--- config.mk ---
export PLATFORM = sky130hd
export DESIGN_NAME = xillylite_slave_arbiter
export DESIGN_NICKNAME = d
export VERILOG_FILES = /design/src/rtl/xillylite_slave_arbiter_pkg.sv /design/src/rtl/xillylite_slave_arbiter_irq_ctrl.sv /design/src/rtl/xillylite_slave_arbiter.sv
export SDC_FILE = /design/constraint.sdc
export NUM_CORES = 1
export LEC_CHECK = 0
export ABC_AREA = 1
export CELL_PAD_IN_SITES_DETAIL_PLACEMENT = 0
export CELL_PAD_IN_SITES_GLOBAL_PLACEMENT = 1
export CORE_AREA = 2 2 139 141
export DETAILED_ROUTE_END_ITERATION = 6
export DIE_AREA = 0 0 141 143
export PLACE_DENSITY = 0.82
export SLEW_MARGIN = 20
export SYNTH_ARGS = -nofsm -noshare
export SYNTH_HDL_FRONTEND = slang
export SYNTH_SLANG_ARGS = --single-unit
--- constraint.sdc ---
create_clock -name user_clk -period 2.9 [get_ports user_clk]
set_input_delay 0.58 -clock user_clk [delete_from_list [all_inputs] [get_ports user_clk]]
set_output_delay 0.58 -clock user_clk [all_outputs]
set_load 0.02 [all_outputs]
--- src/rtl/xillylite_slave_arbiter_pkg.sv ---
// Shared definitions for the Xillybus Lite slave arbiter.
//   CTRL_*     byte offsets of the registers inside the control window
//   ERR_CNT_W  width of the unmapped-access error counter
//   rd_src_e   source selected for a pending read
package xillylite_arb_pkg;

   localparam int unsigned CTRL_PENDING = 32'h0;
   localparam int unsigned CTRL_MASK    = 32'h4;
   localparam int unsigned CTRL_ERRCNT  = 32'h8;
   localparam int unsigned ERR_CNT_W    = 16;

   typedef enum logic [1:0] {
      SRC_SLAVE,
      SRC_CTRL,
      SRC_NONE
   } rd_src_e;

endpackage

--- src/rtl/xillylite_slave_arbiter_irq_ctrl.sv ---
// Interrupt aggregation for the Lite arbiter.
//   clk_i, rst_i     user clock, synchronous active-high reset
//   s_irq_i          slave level interrupt requests
//   pend_w1c_i       write-1-to-clear strobe for PENDING (wr_bits_i)
//   mask_wr_i        write strobe for MASK (wr_bits_i gated by mask_be_i)
//   pending_o        PENDING register
//   mask_o           MASK register
//   irq_o            one-cycle interrupt pulse
module xillylite_irq_ctrl #(
   parameter int unsigned N_SLAVES = 4
) (
   input  logic                clk_i,
   input  logic                rst_i,
   input  logic [N_SLAVES-1:0] s_irq_i,
   input  logic                pend_w1c_i,
   input  logic                mask_wr_i,
   input  logic [N_SLAVES-1:0] wr_bits_i,
   input  logic [N_SLAVES-1:0] mask_be_i,
   output logic [N_SLAVES-1:0] pending_o,
   output logic [N_SLAVES-1:0] mask_o,
   output logic                irq_o
);

   logic [N_SLAVES-1:0] hist_q, pend_q, pend_d, mask_q, mask_d;
   logic                irq_q, irq_d;
   logic [N_SLAVES-1:0] rise, active_q, active_d;

   always_comb begin
      rise   = s_irq_i & ~hist_q;
      // Edge set is OR-ed after the clear so it wins over a same-cycle W1C.
      pend_d = (pend_q & ~(pend_w1c_i ? wr_bits_i : '0)) | rise;
      mask_d = mask_q;
      if (mask_wr_i) begin
         mask_d = (mask_q & ~mask_be_i) | (wr_bits_i & mask_be_i);
      end
      active_q = pend_q & mask_q;
      active_d = pend_d & mask_d;
      irq_d    = (|(active_d & ~active_q)) |
                 ((pend_w1c_i | mask_wr_i) & (|active_d));
   end

   always_ff @(posedge clk_i) begin
      if (rst_i) begin
         hist_q <= '0;
         pend_q <= '0;
         mask_q <= '0;
         irq_q  <= 1'b0;
      end else begin
         hist_q <= s_irq_i;
         pend_q <= pend_d;
         mask_q <= mask_d;
         irq_q  <= irq_d;
      end
   end

   assign pending_o = pend_q;
   assign mask_o    = mask_q;
   assign irq_o     = irq_q;

endmodule

--- src/rtl/xillylite_slave_arbiter.sv ---
// Shares the Xillybus Lite user register port among N_SLAVES register blocks.
//   user_*      Lite user port (clock, reset, strobes, address, data, irq)
//   s_wren/s_rden  one-hot per-slave strobes decoded from the window select
//   s_addr/s_wstrb/s_wr_data  shared in-window address and write data
//   s_rd_data   concatenated slave read words, slave i at [32*i+31:32*i]
//   s_irq       slave level interrupt requests
// Window N_SLAVES holds PENDING / MASK / ERR_CNT; higher windows are unmapped.
module xillylite_slave_arbiter
   import xillylite_arb_pkg::*;
#(
   parameter int unsigned N_SLAVES = 4,
   parameter int unsigned WIN_AW   = 8,
   parameter int unsigned SEL_W    = 3
) (
   input  logic                   user_clk,
   input  logic                   user_rst,
   input  logic                   user_wren,
   input  logic [3:0]             user_wstrb,
   input  logic                   user_rden,
   input  logic [31:0]            user_addr,
   input  logic [31:0]            user_wr_data,
   output logic [31:0]            user_rd_data,
   output logic                   user_irq,
   output logic [N_SLAVES-1:0]    s_wren,
   output logic [N_SLAVES-1:0]    s_rden,
   output logic [WIN_AW-1:0]      s_addr,
   output logic [3:0]             s_wstrb,
   output logic [31:0]            s_wr_data,
   input  logic [32*N_SLAVES-1:0] s_rd_data,
   input  logic [N_SLAVES-1:0]    s_irq
);

   logic [SEL_W-1:0]  sel, rd_sel_q, rd_sel_d;
   logic [WIN_AW-1:0] off;
   logic              hit_slave, hit_ctrl, hit_none;
   logic              unused_addr_bits;
   rd_src_e           src, rd_src_q, rd_src_d;
   logic              rd_pend_q, rd_pend_d;
   logic [31:0]       rd_data_q, rd_data_d, ctrl_rd, slave_word;
   logic              pend_w1c, mask_wr, err_clr;
   logic [N_SLAVES-1:0] mask_be, pending, mask;
   logic [ERR_CNT_W-1:0] err_cnt_q, err_cnt_d;
   logic [ERR_CNT_W:0]   err_sum;
   logic [1:0]           err_inc;

   assign sel       = user_addr[WIN_AW+SEL_W-1:WIN_AW];
   assign off       = user_addr[WIN_AW-1:0];
   assign hit_slave = sel <  SEL_W'(N_SLAVES);
   assign hit_ctrl  = sel == SEL_W'(N_SLAVES);
   assign hit_none  = sel >  SEL_W'(N_SLAVES);
   assign unused_addr_bits = ^user_addr[31:WIN_AW+SEL_W];

   assign s_addr    = off;
   assign s_wstrb   = user_wstrb;
   assign s_wr_data = user_wr_data;

   always_comb begin
      s_wren = '0;
      s_rden = '0;
      for (int unsigned i = 0; i < N_SLAVES; i++) begin
         if (sel == SEL_W'(i)) begin
            s_wren[i] = user_wren;
            s_rden[i] = user_rden;
         end
      end
   end

   // Control-window write decode
   assign pend_w1c = user_wren & hit_ctrl & (off == WIN_AW'(CTRL_PENDING));
   assign mask_wr  = user_wren & hit_ctrl & (off == WIN_AW'(CTRL_MASK));
   assign err_clr  = user_wren & hit_ctrl & (off == WIN_AW'(CTRL_ERRCNT));

   always_comb begin
      mask_be = '0;
      for (int unsigned i = 0; i < N_SLAVES; i++) begin
         mask_be[i] = user_wstrb[2'(i >> 3)];
      end
   end

   xillylite_irq_ctrl #(
      .N_SLAVES (N_SLAVES)
   ) u_irq (
      .clk_i      (user_clk),
      .rst_i      (user_rst),
      .s_irq_i    (s_irq),
      .pend_w1c_i (pend_w1c),
      .mask_wr_i  (mask_wr),
      .wr_bits_i  (user_wr_data[N_SLAVES-1:0]),
      .mask_be_i  (mask_be),
      .pending_o  (pending),
      .mask_o     (mask),
      .irq_o      (user_irq)
   );

   // Error counter: one count per unmapped strobe, saturating
   always_comb begin
      err_inc   = {1'b0, user_wren & hit_none} + {1'b0, user_rden & hit_none};
      err_sum   = {1'b0, err_cnt_q} + {{(ERR_CNT_W-1){1'b0}}, err_inc};
      err_cnt_d = err_sum[ERR_CNT_W] ? '1 : err_sum[ERR_CNT_W-1:0];
      if (err_clr) begin
         err_cnt_d = '0;
      end
   end

   always_comb begin
      ctrl_rd = '0;
      if (off == WIN_AW'(CTRL_PENDING)) begin
         ctrl_rd[N_SLAVES-1:0] = pending;
      end else if (off == WIN_AW'(CTRL_MASK)) begin
         ctrl_rd[N_SLAVES-1:0] = mask;
      end else if (off == WIN_AW'(CTRL_ERRCNT)) begin
         ctrl_rd[ERR_CNT_W-1:0] = err_cnt_q;
      end
   end

   always_comb begin
      src = SRC_NONE;
      if (hit_slave) begin
         src = SRC_SLAVE;
      end else if (hit_ctrl) begin
         src = SRC_CTRL;
      end
   end

   always_comb begin
      slave_word = '0;
      for (int unsigned i = 0; i < N_SLAVES; i++) begin
         if (rd_sel_q == SEL_W'(i)) begin
            slave_word = s_rd_data[32*i +: 32];
         end
      end
   end

   // Slave data only exists in the cycle after the strobe, so it is passed
   // through combinationally then and latched into rd_data_q to be held.
   // Control and unmapped results are captured at strobe time instead.
   always_comb begin
      rd_pend_d = user_rden;
      rd_src_d  = rd_src_q;
      rd_sel_d  = rd_sel_q;
      rd_data_d = rd_data_q;
      if (rd_pend_q && rd_src_q == SRC_SLAVE) begin
         rd_data_d = slave_word;
      end
      if (user_rden) begin
         rd_src_d  = src;
         rd_sel_d  = sel;
         rd_data_d = (src == SRC_CTRL) ? ctrl_rd : '0;
      end
   end

   assign user_rd_data = (rd_pend_q && rd_src_q == SRC_SLAVE) ? slave_word : rd_data_q;

   always_ff @(posedge user_clk) begin
      if (user_rst) begin
         rd_pend_q <= 1'b0;
         rd_src_q  <= SRC_NONE;
         rd_sel_q  <= '0;
         rd_data_q <= '0;
         err_cnt_q <= '0;
      end else begin
         rd_pend_q <= rd_pend_d;
         rd_src_q  <= rd_src_d;
         rd_sel_q  <= rd_sel_d;
         rd_data_q <= rd_data_d;
         err_cnt_q <= err_cnt_d;
      end
   end

endmodule

==> results of run 1 <==
-- logic make-up (layout without fill, tap and decap cells) --
family                     Yosys count  count (layout)  share of synthesized area
buffers and inverters              159             344                      0.186
adders and majority gates            2               2                    0.00741
xor gates and xnor gates             9               9                     0.0180
and+or+nand+nor                    301             301                      0.303
AOI/OAI and AO/OA                  122             122                      0.180
DFF                                 67              67                      0.306
-- Yosys cell counts (all sizes together), types with 4 or more instances --
| library cell | count | area share |
|---|---|---|
| a21oi | 33 | 0.040 |
| a22o | 12 | 0.024 |
| buf | 60 | 0.10 |
| clkbuf | 13 | 0.011 |
| dfxtp | 67 | 0.31 |
| inv | 85 | 0.073 |
| nand2 | 151 | 0.13 |
| nand3 | 59 | 0.070 |
| nand4 | 18 | 0.026 |
| nor2 | 59 | 0.054 |
| nor3 | 10 | 0.019 |
| o21a | 17 | 0.029 |
| o21ai | 33 | 0.038 |
| o22a | 14 | 0.028 |
| o22ai | 6 | 0.0086 |
| or2 | 4 | 0.0057 |
| xnor2 | 4 | 0.0080 |
| xor2 | 5 | 0.010 |
-- metrics by stage --
step	utilization	hold slack (ns)	worst slack [ns]	total power, uW
6_report	0.374	0.490	0.0698	2850
5_1_grt	0.374	0.514	-0.101	2980
4_1_cts	0.372	0.489	0.00534	2890
3_5_place_dp	0.354	0.469	-0.266	1620
3_3_place_gp	0.354	0.465	-0.226	1620
2_1_floorplan	-	0.449	0.455	1320
-- per-layer routing --
metal / part of all wire / GRT usage / vias to the layer above
met5: 0 / 0 / -
met1: 0.45 / 0.178 / 2096
met2: 0.48 / 0.262 / 144
li1: - / - / 2473
met4: 0.0076 / 0.0400 / 0
met3: 0.058 / 0.0376 / 17
-- layout make-up --
| class | instances | area [um2] |
|---|---|---|
| Multi-Input combinational cell | 434 | 2250 |
| Inverter | 86 | 323 |
| Clock buffer | 9 | 225 |
| Clock inverter | 7 | 116 |
| Tap cell | 234 | 293 |
| Timing Repair Buffer | 242 | 2410 |
| Fill cell | 1963 | 11600 |
| Sequential cell | 67 | 1340 |
-- registers in the layout, summed over array words and instances, names as in the netlist --
| register | count |
|---|---|
| err_cnt_q | 16 |
| rd_data_q | 32 |
| rd_sel_q | 3 |
| u_irq.irq_o | 1 |
| u_irq.hist_q | 4 |
| u_irq.mask_o | 4 |
| rd_src_q | 2 |
| u_irq.pending_o | 4 |
| rd_pend_q | 1 |
-- report_power, final --
group / switching (uW) / internal, uW / total, uW
clock network: 425 / 838 / 1260
registers: 17.4 / 944 / 961
logic: 282 / 344 / 627
total: 724 / 2130 / 2850
-- placed cells by master (no fill, tap or decap), types with 3 or more instances in the layout --
master	count
inv_1	65
buf_4	34
o22a_1	14
o21a_1	17
inv_2	20
bufinv_16	3
a22o_1	12
dfxtp_1	65
nand3_1	57
or2_2	4
xor2_1	5
o21ai_0	32
clkdlybuf4s50_1	182
buf_12	4
dlygate4sd2_1	7
dlymetal6s2s_1	15
nor2_1	55
clkbuf_16	9
o22ai_1	6
nor3_1	5
xnor2_1	4
a21oi_1	32
nor3_4	3
nand4_1	18
nand2_1	150
-- worst min-delay path by stage --
stage                         end     startpoint
CTS                 rd_data_q[15]  err_cnt_q[15]
floorplan           rd_data_q[15]  err_cnt_q[15]
global placement    rd_data_q[15]  err_cnt_q[15]
global route        rd_data_q[15]  err_cnt_q[15]
finish              rd_data_q[15]  err_cnt_q[15]
detailed placement  rd_data_q[15]  err_cnt_q[15]
==> metrics.md, run 1 <==
| Metric | Value |
|---|---|
| Largest net degree at the start of global routing | 33 |
| Final Instance Area | 6950 um2 |
| Die width | 141 um |
| Mean area per synthesized cell | 6.65 um2 |
| Sequential area share after synthesis | 0.306 |
| Crit path largest cell delay | 0.65 ns |
| Ratio of cells with drive above 1 in the final layout | 0.110 |
| Cells after Synth | 660 |
| CTS Buffer Depth | 2 |
| Slew Viols, Final | 0 |
| Critical path depth in cells | 7 |
| Antenna Cells | 0 |
| Clock skew | 0.00765 ns |
| Worst setup SP type | register |
| Total Routing Usage GR | 0.148 |
| Initial antenna violation count | 0 |
| Clock Tree Root | clkbuf_16 |
| CP delay by family, top | buffers and inverters |
| Number of enable flip-flop cells after synthesis | 0 |
| Worst hold path cell count | 1 |
| Worst Tran Pin Value | 0.987 ns |
| GR Overflow Total | 0 |
| Inst Count DP | 1063 |
| RSZ-0062 raised after global routing | true |
| Avg WL per Cell | 13.9 um |
| Setup bufs post-CTS | 0 |
| Synth Flop Type | dfxtp_1 |
| Crit path kind | register to primary output |
| Detailed placement HPWL | 11.8 mm |
| Total CTS buffers | 9 |
| Clock sink count | 67 |
| WP buf/inv | 3 |
| Worst-path clk slew | 0.06 ns |
| Setup TNS | 0 ns |
| Area grow syn2layout | 58.5% |
| Critical path startpoint | rd_sel_q[0] |
| Worst EP required | 2.32 ns |
| Ys async rst share | 0 |
| RD Place Congestion | 0.800 |
| Critical Path AT | 2.25 ns |
| CTS H-tree lvls | 3 |
| Final min period | 2.83 ns |
| # rows | 50 |
| Max cap viols | 0 |
| Router iterations before antenna repair | 4 |
| Setup crit end | user_rd_data[5] |
| Initial Util | 0.236 |
| Synth warnings | 0 |
| # DRC | 0 |
| Crit path cell chain | inv_1, nor3_4, buf_12, nand2_1, nand3_1, o22a_1, clkdlybuf4s50_1 |
| Crit path max fanout | 32 |
| Cell Area, Synth | 4390 um2 |
| Worst flop-to-flop path startpoint | err_cnt_q[0] |
| Reg-to-Reg End | err_cnt_q[10] |
| Slowest cell on crit path | clkdlybuf4s50_1 |
| Io pins | 289 |
| Vias per Instance | 4.38 |
| Post-Layout Cell Count | 1079 |
| Routed wire length | 15.0 mm |
| Pleak | 0.00318 uW |
| TritonCTS clock tree | yes |
| Nature of the critical path endpoint | primary output |
| PD cells | 410 nW/um2 |
| DR vias | 4730 |
| Synthesized Nets | 866 |
| Worst hold path type | register to register |
| Worst slew margin | 0.339 |
| Netlist cell types | 38 |
| Reg2Reg Depth | 12 |
| Final #Nets | 1046 |
| Peak supply drop | 0.000285 V |
| Initial DRC count | 164 |
| Final hold violation count | 0 |
| Port Buffers | 205 |
| Die Y | 143 um |
| Vias in the first global route | 4682 |
| CORE AREA | 18600 um2 |
| Status | complete, no violations |
| FF-to-FF setup slack | 0.93 ns |
| Antenna-violating nets left | 0 |
| F_max | 353 MHz |
| Period utilization | 0.976 |
| Worst skew pair latency | 0.34 ns |
| Setup Viol. Count Final | 0 |
| CTS Hold Bufs | 0 |
| DP Area | 6580 um2 |
| First-pass GRT wire length | 23.3 mm |
| FF+latch count, synth | 67 |
| Full die area | 20200 um2 |
| Cts repair resizes | 9 |
Power figures use the tool's default switching activity.
==> inputs of run 2 (changes only) <==
Settings changed: SKIP_CTS_REPAIR_TIMING set to 1.
==> metrics.md, run 2 (synthesized netlist as in run 1, its figures left out) <==
| Metric | Value |
|---|---|
| Reg2Reg Depth | 12 |
| Final #Nets | 1049 |
| Slew Viols, Final | 0 |
| Area grow syn2layout | 60.4% |
| Initial Util | 0.236 |
| Worst flop-to-flop path startpoint | err_cnt_q[0] |
| Worst Tran Pin Value | 1.00 ns |
| Clock sink count | 67 |
| Reg-to-Reg End | err_cnt_q[10] |
| Clock Power Share | 0.442 |
| PD cells | 406 nW/um2 |
| Number of flip-flops in the largest register | 32 |
| CTS Buffer Depth | 2 |
| WP buf/inv | 3 |
| # rows | 50 |
| Worst skew pair latency | 0.34 ns |
| Part of the power in combinational logic | 0.221 |
| Internal power | 2130 uW |
| Final min period | 2.78 ns |
| Crit path kind | register to primary output |
| Setup Viol. Count Final | 0 |
| Io pins | 289 |
| Sequential power share | 0.337 |
| F_max | 360 MHz |
| FF-to-FF setup slack | 1.00 ns |
| Crit path max fanout | 32 |
| Min-delay src | err_cnt_q[15] |
| Vias per Instance | 4.36 |
| Total Routing Usage GR | 0.148 |
| Nature of the critical path endpoint | primary output |
| Worst slew margin | 0.329 |
| Critical Path AT | 2.20 ns |
| Period utilization | 0.957 |
| Worst hold path type | register to register |
| Die width | 141 um |
| Vias in the first global route | 4674 |
| Largest net degree at the start of global routing | 33 |
| Final hold violation count | 0 |
| Antenna-violating nets left | 0 |
| Antenna Cells | 0 |
| GR Overflow Total | 0 |
| Initial antenna violation count | 0 |
| Most frequent cells in the layout | 176 x clkdlybuf4s50_1, 150 x nand2_1, 65 x inv_1, 65 x dfxtp_1, 57 x nand3_1 |
| Switching Fraction | 0.254 |
| CORE AREA | 18600 um2 |
| Router iterations before antenna repair | 4 |
| CTS H-tree lvls | 3 |
| Routed wire length | 15.0 mm |
| Final worst slack | 0.124 ns |
| Clock Tree Root | clkbuf_16 |
| Clock skew | 0.00759 ns |
| Most flops, register | rd_data_q |
| Detailed placement HPWL | 11.8 mm |
| Crit path largest cell delay | 0.62 ns |
| Max cap viols | 0 |
| DR vias | 4720 |
| Largest registers | rd_data_q: 32 flops, err_cnt_q: 16 flops |
| Worst EP required | 2.32 ns |
| Port Buffers | 205 |
| TritonCTS clock tree | yes |
| Ratio of cells with drive above 1 in the final layout | 0.116 |
| Full die area | 20200 um2 |
| Crit path cell chain | inv_1, nor3_4, buf_12, nand2_1, nand3_1, o22a_1, clkdlybuf4s50_1 |
| Most common cell after layout, fill and taps aside | clkdlybuf4s50_1 |
| Slowest cell on crit path | clkdlybuf4s50_1 |
| Status | complete, no violations |
| Setup slack at placement | -0.266 ns |
| Initial DRC count | 175 |
| Net Sw Power | 727 uW |
| First-pass GRT wire length | 23.3 mm |
| Peak supply drop | 0.000286 V |
| CP delay by family, top | buffers and inverters |
| Hold path endpoint | rd_data_q[15] |
| RD Place Congestion | 0.800 |
| Final Core Density | 0.379 |
| Die Y | 143 um |
| # DRC | 0 |
| Worst setup SP type | register |
| Worst hold path cell count | 1 |
| Avg WL per Cell | 13.9 um |
| Total CTS buffers | 9 |
| Pleak | 0.00340 uW |
| Worst-path clk slew | 0.06 ns |
run 2: changes by cell type in the layout (fill, tap and decap cells not counted), sizes merged:
| cell | change |
|---|---|
| dlygate4sd2 | -7 |
| dlymetal6s2s | +13 |
| buf | +3 |
| clkdlybuf4s50 | -6 |
run 2: how the worst max path moves through the flow:
stage                      start                to  cells past startpoint  slack [ns]
detailed placement  user_addr[8]     err_cnt_q[14]                     17       -0.27
finish               rd_sel_q[0]  user_rd_data[10]                      7        0.12
global route        user_addr[8]     err_cnt_q[14]                     17      -0.002
global placement    user_addr[8]     err_cnt_q[14]                     17       -0.23
CTS                  rd_sel_q[0]  user_rd_data[29]                      9       -0.18
floorplan           user_addr[9]     err_cnt_q[10]                     16        0.45
run 2: per-layer routing:
layer / routed length (um) / track usage
met4: 139 / 0.0400
met5: 0 / 0
met2: 7200 / 0.262
met3: 858 / 0.0382
met1: 6850 / 0.178
run 2: area by class of cell:
| type | count | area (um2) |
|---|---|---|
| fillers | 1961 | 11500 |
| repair buffers | 245 | 2470 |
| multi-input cells | 434 | 2270 |
| clock buffers | 9 | 225 |
| inverters | 86 | 323 |
| well taps | 234 | 293 |
| clock inverters | 7 | 116 |
| flip-flops and latches | 67 | 1340 |
run 2: power groups by stage:
| stage | clock network (uW) | registers, uW | logic (uW) |
|---|---|---|---|
| after global routing | 1340 | 964 | 690 |
| after global placement | 0 | 981 | 639 |
| final | 1260 | 962 | 633 |
| after CTS | 1300 | 961 | 642 |
| after detailed placement | 0 | 981 | 639 |
| after floorplan | 0 | 973 | 347 |
run 2: worst reg2reg max path, delay by kind of cell, from the launching register on:
| family | cells | cell delay (ns) |
|---|---|---|
| flip-flops | 1 | 0.34 |
| adder cells (fa/ha/maj) | 2 | 0.61 |
| buffers and inverters | 5 | 0.32 |
| AO/OA/AOI/OAI | 1 | 0.16 |
| AND/OR/NAND/NOR | 4 | 0.37 |
run 2: through the flow:
stage               total power (uW)  TNS (ns)  std cells  area (um2)  hold slack (ns)
global placement                1620     -1.56       1063        6580            0.465
global route                    2990  -0.00198       1082        7040            0.514
CTS                             2900     -2.89       1079        6920            0.489
finish                          2860         0       1082        7040            0.491
detailed placement              1620     -2.10       1063        6580            0.469
floorplan                       1320         0        660        4390            0.449
==> inputs of run 3 (changes only) <==
Settings changed: CAP_MARGIN set to 25.
==> metrics.md, run 3 (synthesized netlist as in run 1, its figures left out) <==
| Metric | Value |
|---|---|
| PD cells | 405 nW/um2 |
| Total CTS buffers | 9 |
| Vias per Instance | 4.37 |
| Clock Tree Root | clkbuf_16 |
| Met3 usage in global routing | 0.0382 |
| Slew Viols, Final | 0 |
| Ratio of cells with drive above 1 in the final layout | 0.117 |
| Worst EP required | 2.32 ns |
| Worst slew margin | 0.751 |
| Worst-path clk slew | 0.06 ns |
| Crit path max fanout | 32 |
| # DRC | 0 |
| Full die area | 20200 um2 |
| Slowest cell on crit path | clkdlybuf4s50_1 |
| Pleak | 0.00340 uW |
| Clock sink count | 67 |
| Final #Nets | 1050 |
| GR Util met2 | 0.262 |
| Setup slack at placement | -0.266 ns |
| Largest net degree at the start of global routing | 33 |
| Most flops, register | rd_data_q |
| Most frequent cells in the layout | 176 x clkdlybuf4s50_1, 150 x nand2_1, 65 x inv_1, 65 x dfxtp_1, 57 x nand3_1 |
| Detailed placement HPWL | 11.8 mm |
| Routed wire length | 15.0 mm |
| Largest registers | rd_data_q: 32 flops, err_cnt_q: 16 flops |
| CP delay by family, top | buffers and inverters |
| Initial DRC count | 188 |
| First-pass GRT wire length | 23.3 mm |
| CTS Buffer Depth | 2 |
| Final min period | 2.78 ns |
| Worst setup SP type | register |
| Crit path kind | register to primary output |
| Initial Util | 0.236 |
| Filler cells | 1961 |
| WP buf/inv | 3 |
| Setup Viol. Count Final | 0 |
| Io pins | 289 |
| Antenna-violating nets left | 0 |
| Inst Count DP | 1063 |
| Crit path largest cell delay | 0.62 ns |
| F_max | 360 MHz |
| Final hold violation count | 0 |
| Status | complete, no violations |
| Nature of the critical path endpoint | primary output |
| Most common cell after layout, fill and taps aside | clkdlybuf4s50_1 |
| Final Instance Area | 7040 um2 |
| Area grow syn2layout | 60.5% |
| RD Place Congestion | 0.800 |
| Port Buffers | 205 |
| CTS H-tree lvls | 3 |
| Die width | 141 um |
| Initial antenna violation count | 0 |
| DR vias | 4730 |
| Number of flip-flops in the largest register | 32 |
| Post-Layout Cell Count | 1083 |
| Grt peak-use layer | met2 |
| Final Hold Slack | 0.490 ns |
| Peak supply drop | 0.000285 V |
| Worst Tran Pin Value | 0.374 ns |
| Period utilization | 0.958 |
| # rows | 50 |
| Critical Path AT | 2.20 ns |
| Worst skew pair latency | 0.34 ns |
| DP Area | 6580 um2 |
| Antenna Cells | 0 |
| TritonCTS clock tree | yes |
| Met1 Use GR | 0.178 |
| Avg WL per Cell | 13.9 um |
| Worst hold path type | register to register |
| Crit path cell chain | inv_1, nor3_4, buf_12, nand2_1, nand3_1, o22a_1, clkdlybuf4s50_1 |
| Vias in the first global route | 4674 |
| Clock skew | 0.00759 ns |
| Router iterations before antenna repair | 6 |
| CORE AREA | 18600 um2 |
| Total Routing Usage GR | 0.148 |
| GR Overflow Total | 0 |
| Die Y | 143 um |
| Final worst slack | 0.123 ns |
| Max cap viols | 0 |
run 3: power breakdown:
part	internal, uW	switching (uW)	total (uW)
clock network	838	421	1260
logic	350	285	635
registers	944	18.3	962
total	2130	725	2860
run 3: through the flow:
| step | setup TNS, ns | util | total power, uW |
|---|---|---|---|
| 2_1_floorplan | 0 | - | 1320 |
| 3_3_place_gp | -1.56 | 0.354 | 1620 |
| 3_5_place_dp | -2.10 | 0.354 | 1620 |
| 4_1_cts | -2.89 | 0.372 | 2900 |
| 5_1_grt | -0.00198 | 0.379 | 2990 |
| 6_report | 0 | 0.379 | 2860 |
run 3: layout make-up:
cell class,count,area [um2],share of cell area
repair buffers,246,2480,0.352
multi-input cells,434,2270,0.322
flip-flops and latches,67,1340,0.191
inverters,86,323,0.0458
well taps,234,293,0.0416
clock buffers,9,225,0.0320
clock inverters,7,116,0.0165
run 3: worst paths after layout:
| kind | from | end | slack [ns] | depth (start not counted) |
|---|---|---|---|---|
| worst min-delay path | err_cnt_q[15] | rd_data_q[15] | 0.49 | 1 |
| worst max-delay path | rd_sel_q[0] | user_rd_data[10] | 0.12 | 7 |
| worst max register to register | err_cnt_q[0] | err_cnt_q[10] | 1.00 | 12 |
| worst min register to register | err_cnt_q[15] | rd_data_q[15] | 0.49 | 1 |
run 3: layer usage:
| layer | share of wire | routed length, um |
|---|---|---|
| met1 | 0.45 | 6830 |
| met5 | 0 | 0 |
| met3 | 0.056 | 836 |
| met2 | 0.48 | 7240 |
| met4 | 0.0089 | 134 |
